--- config.mk ---
export PLATFORM = sky130hd
export DESIGN_NAME = outerprodrc_unary_enc
export DESIGN_NICKNAME = d
export VERILOG_FILES = /design/src/rtl/outerprodrc_unary_enc_pkg.sv /design/src/rtl/outerprodrc_unary_enc_bit.sv /design/src/rtl/outerprodrc_unary_enc.sv
export SDC_FILE = /design/constraint.sdc
export NUM_CORES = 1
export LEC_CHECK = 0
export ABC_AREA = 1
export CAP_MARGIN = 0
export CORE_ASPECT_RATIO = 0.7
export CORE_MARGIN = 10
export CORE_UTILIZATION = 25
export CTS_CLUSTER_DIAMETER = 60
export CTS_CLUSTER_SIZE = 24
export DETAILED_ROUTE_END_ITERATION = 8
export SYNTH_ARGS = -nofsm -noshare
export SYNTH_HDL_FRONTEND = slang
export SYNTH_SLANG_ARGS = --single-unit
export TNS_END_PERCENT = 30
--- constraint.sdc ---
create_clock -name clk -period 3.7 [get_ports clk]
set_clock_uncertainty 0.1 [all_clocks]
set_input_delay 0.37 -clock clk [delete_from_list [all_inputs] [get_ports clk]]
set_output_delay 0.37 -clock clk [all_outputs]
set_load 0.005 [all_outputs]
--- src/rtl/outerprodrc_unary_enc_pkg.sv ---
// outerprodrc_unary_enc_pkg: shared widths, coding selectors, FSM states and stream-length helper
package outerprodrc_unary_enc_pkg;
  localparam int DEF_BITWIDTH = 8;
  localparam int CODING_TEMPORAL = 0;
  localparam int CODING_RATE = 1;
  typedef enum logic {IDLE, RUN} state_t;
  function automatic int stream_len(input int bw);
    return 1 << (bw - 1);
  endfunction
endpackage

--- src/rtl/outerprodrc_unary_enc_bit.sv ---
// outerprodrc_unary_enc_bit: per-element operand register, magnitude compare and sign/bit registers
module outerprodrc_unary_enc_bit
  import outerprodrc_unary_enc_pkg::*;
#(
  parameter int BITWIDTH = DEF_BITWIDTH
) (
  input  logic                clk,
  input  logic                rst,
  input  logic                clr,
  input  logic                load,
  input  logic                fire,
  input  logic [BITWIDTH-1:0] data,
  input  logic [BITWIDTH-2:0] code,
  output logic                sign,
  output logic                ubit
);
  logic [BITWIDTH-1:0] op;
  // operand is captured only on a handshake accept
  always_ff @(posedge clk) begin
    if (rst) op <= '0;
    else if (load) op <= data;
  end
  // each fired cycle emits one unary bit; the old operand still drives the last bit when a new vector loads
  always_ff @(posedge clk) begin
    if (rst || clr) begin
      sign <= 1'b0;
      ubit <= 1'b0;
    end else if (fire) begin
      sign <= op[BITWIDTH-1];
      ubit <= code < op[BITWIDTH-2:0];
    end
  end
endmodule

--- src/rtl/outerprodrc_unary_enc.sv ---
// outerprodrc_unary_enc: binary sign-magnitude vector to per-element unary bitstream encoder
module outerprodrc_unary_enc
  import outerprodrc_unary_enc_pkg::*;
#(
  parameter int VECLEN   = 4,
  parameter int BITWIDTH = DEF_BITWIDTH,
  parameter int CODING   = CODING_TEMPORAL
) (
  input  logic                       clk,
  input  logic                       rst,
  input  logic                       en,
  input  logic                       clr,
  input  logic                       vec_valid,
  output logic                       vec_ready,
  input  logic [VECLEN*BITWIDTH-1:0] vec_data,
  output logic                       valid,
  output logic                       last,
  output logic [VECLEN-1:0]          sign,
  output logic [VECLEN-1:0]          bits
);
  localparam int MW = BITWIDTH - 1;
  localparam int L = stream_len(BITWIDTH);
  state_t state;
  logic [MW-1:0] cnt, code;
  logic at_last, fire, accept;
  // handshake: ready in idle, or on the enabled last bit so streams run back-to-back
  always_comb begin
    at_last = cnt == MW'(L - 1);
    fire = (state == RUN) && en && !clr;
    vec_ready = !clr && ((state == IDLE) || (fire && at_last));
    accept = vec_valid && vec_ready;
  end
  // rate coding walks the counter bit-reversed so ones spread evenly over the stream
  always_comb begin
    code = cnt;
    for (int k = 0; k < MW; k++) code[k] = (CODING == CODING_RATE) ? cnt[MW-1-k] : cnt[k];
  end
  // FSM with the shared stream counter and registered valid/last
  always_ff @(posedge clk) begin
    if (rst || clr) begin
      state <= IDLE;
      cnt   <= '0;
      valid <= 1'b0;
      last  <= 1'b0;
    end else begin
      valid <= fire;
      last  <= fire && at_last;
      if (accept) begin
        state <= RUN;
        cnt   <= '0;
      end else if (fire) begin
        cnt <= cnt + 1'b1;
        if (at_last) state <= IDLE;
      end
    end
  end
  for (genvar g = 0; g < VECLEN; g++) begin : g_el
    outerprodrc_unary_enc_bit #(.BITWIDTH(BITWIDTH)) u_bit (
      .clk  (clk),
      .rst  (rst),
      .clr  (clr),
      .load (accept),
      .fire (fire),
      .data (vec_data[g*BITWIDTH +: BITWIDTH]),
      .code (code),
      .sign (sign[g]),
      .ubit (bits[g])
    );
  end
endmodule
==> results.toml <==
[run_status]
status = "complete, no violations"

[global_route]
grt_pass1_vias = 2739
grt_pass1_wl_um = 12900
grtUsageTotal_pct = 9.40
overflow = 0
grt_max_degree = 35
antenna_found_initial = 0

[logic_synthesis]
ys_ff_latch = 50
synthFlopType = "dfxtp_1"
yosysSeqAreaShare_pct = 34.3
syn_inst = 434
async_flop_share_pct = 0
synth-edff-count = 0
yosysUniqueCellTypes = 25
synthesis.nets = 496
synthesis.area_um2 = 2910
synthesis.area_per_instance_um2 = 6.71
yosys_warnings = 0

[timing]
slew_viol_final = 0
rsz0062_at_grt = "false"
max_freq_mhz = 380
final.setup.tns_ns = 0
min_period_ns = 2.63
slew-limit-headroom_pct = 34.0
post-route-period-util_pct = 71.1
hold_ws_ns = 0.357
hold_viol = 0
final-setup-viol-count = 0
worst_pin_slew_ns = 0.989

[power_and_ir_drop]
combPwrFrac_pct = 16.2
ir_drop_mv = 0.191
leakage_uw = 0.00179
power.net_switching_uw = 300
sw_frac_of_total_pct = 25.0
power.share.clock_pct = 36.1
power.density_nw_per_um2 = 334
internal_power_uw = 898
seqPwrFrac_pct = 47.7
fin_total_pwr_uw = 1200

[critical_path]
crit_required_ns = 3.23
path_cells = "clkdlybuf4s50_1 -> nand2_1 -> nor2_4 -> nand3_2 -> a21oi_1 -> clkdlybuf4s50_1"
reg2reg_slack_ns = 1.53
endpoint_kind = "output pin"
path_delay_family = "buffers and inverters"
slowest_stage = "clkdlybuf4s50_1"
crit_arrival_ns = 2.16
worst_path_most_repeated_cell = "clkdlybuf4s50_1"
timing.rr.start = "cnt[1]$_SDFFE_PP0P_"
max_stage_delay_ns = 0.52
reg2reg_to = "cnt[0]$_SDFFE_PP0P_"
cp_max_fo = 18
path_buf_inv = 2
critPathKind = "input pin to output pin"
worstRegToRegCells = 8
start_kind = "input pin"

[place]
dp_cells = 612
gp_routability_congestion = 0.782
place_hpwl_um = 5640
io_buffers = 47

[clock_network]
cts_buffer_depth = 2
cts-resized-gates = 0
cts_hold_buf = 0
post-cts-setup-buffer-count = 0
clock_sinks = 50
clock-root-buffer = "clkbuf_16"
htreeDepth = 2
path_clk_slew_ns = 0.06
insertion_delay_ns = 0.28
cts_tree = "yes"
cts_made_buffers = 5

[min_path]
hold_depth = 2
hold_class = "flop to flop"
min_from = "g_el[0].u_bit.op[7]$_SDFFE_PP0P_"
min_to = "g_el[0].u_bit.sign$_SDFFE_PP0P_"

[detailed_routing]
m1WireLength_um = 3560
via_count = 2606
post_drt_wl_per_cell_um = 11.8
wl_met2_um = 3440
drt_wl_total_um = 7320
drc_errors = 0
drt_iter0_markers = 162
drtPass1Iterations = 4
top_layer_used = "met4"
wl_met3_um = 248
via_per_inst = 4.21
antenna_left = 0

[floorplan]
dieArea_um2 = 16400
ios = 48
die_h_um = 110
core_area_um2 = 11200
initial_core_util_pct = 26.0
rows = 32
die_w_um = 149

[run]
cap_violations = 0

[cells_and_area]
final_core_util_pct = 32.0
final-instance-count-excl-fill = 619
drive_above_1_share_pct = 2.79
area_growth_pct = 23.1
nNetsFinal = 528
layout_commonest_cell = "inv_1"
n_antenna_cell = 0
final_cell_mix = "inv_1 (104), nand2_1 (98), dfxtp_1 (50), nor2_1 (47), clkdlybuf4s50_1 (47)"
-- layer usage --
metal | track usage (%) | vias up
met3 | 1.91 | 6
met2 | 16.1 | 44
li1 | - | 1382
met1 | 11.8 | 1174
met4 | 2.51 | 0
met5 | 0 | -
-- cell type report --
cell class                 instances  area, µm²
fill                            1244       7620
multi-input combinational        254       1370
sequential                        50       1000
timing repair buffer              50        493
inverter                         105        394
tap                              153        191
clock buffer                       6        129
clock inverter                     1       7.51
-- metrics by stage --
step | setup WS [ns] | cell area, µm²
6_report | 1.07 | 3590
5_1_grt | 0.958 | 3590
4_1_cts | 1.08 | 3590
3_5_place_dp | 1.07 | 3450
3_3_place_gp | 1.10 | 3450
2_1_floorplan | 2.09 | 2910
-- how the worst max path moves through the flow --
stage,start,endpoint,slack (ns),cells past startpoint
2_1_floorplan,cnt[1]$_SDFFE_PP0P_,g_el[2].u_bit.op[1]$_SDFFE_PP0P_,2.09,10
3_3_place_gp,en,vec_ready,1.10,6
3_5_place_dp,en,vec_ready,1.07,6
4_1_cts,en,vec_ready,1.08,6
5_1_grt,en,vec_ready,0.96,6
6_report,en,vec_ready,1.07,6
-- state kept, by name (all words and copies together) (netlist names) --
| name | flops |
|---|---|
| g_el.u_bit.op | 32 |
| cnt | 7 |
| g_el.u_bit.sign | 4 |
| g_el.u_bit.ubit | 4 |
| last | 1 |
| state | 1 |
| valid | 1 |
-- cells in the mapped netlist, types with 2 or more instances --
| library cell | number | area (µm²) |
|---|---|---|
| inv_1 | 104 | 390 |
| nand2_1 | 98 | 368 |
| dfxtp_1 | 50 | 1000 |
| nor2_1 | 47 | 176 |
| nand4_1 | 32 | 200 |
| ha_1 | 25 | 313 |
| a21oi_1 | 23 | 115 |
| buf_4 | 9 | 67.6 |
| nand3_1 | 8 | 40.0 |
| clkbuf_1 | 7 | 26.3 |
| o21ai_0 | 6 | 30.0 |
| buf_1 | 4 | 15.0 |
| buf_2 | 3 | 15.0 |
| o21a_1 | 3 | 22.5 |
| xor2_1 | 3 | 26.3 |
| a211oi_1 | 2 | 15.0 |
| buf_6 | 2 | 22.5 |
-- power groups by stage --
| stage | Sequential [µW] | Combinational, µW | Clock [µW] |
|---|---|---|---|
| detailed placement | 583 | 196 | 0 |
| global route | 573 | 230 | 468 |
| global placement | 582 | 190 | 0 |
| floorplan | 581 | 128 | 0 |
| finish | 571 | 194 | 432 |
| CTS | 571 | 198 | 449 |
-- cells by family after synthesis --
family	synth area share, %
DFF	34.3
AOI/OAI and AO/OA	6.53
adders and majority gates	10.7
buffers and inverters	18.5
xor gates and xnor gates	1.20
and+or+nand+nor	28.6
-- worst reg2reg max path: cells and delay by family (launching register included) --
| family | cells | cell delay [ns] |
|---|---|---|
| AOI/OAI and AO/OA | 1 | 0.08 |
| adders and majority gates | 1 | 0.24 |
| DFF | 1 | 0.51 |
| and+or+nand+nor | 6 | 1.11 |
No activity file was read; power rests on OpenSTA's default activity.
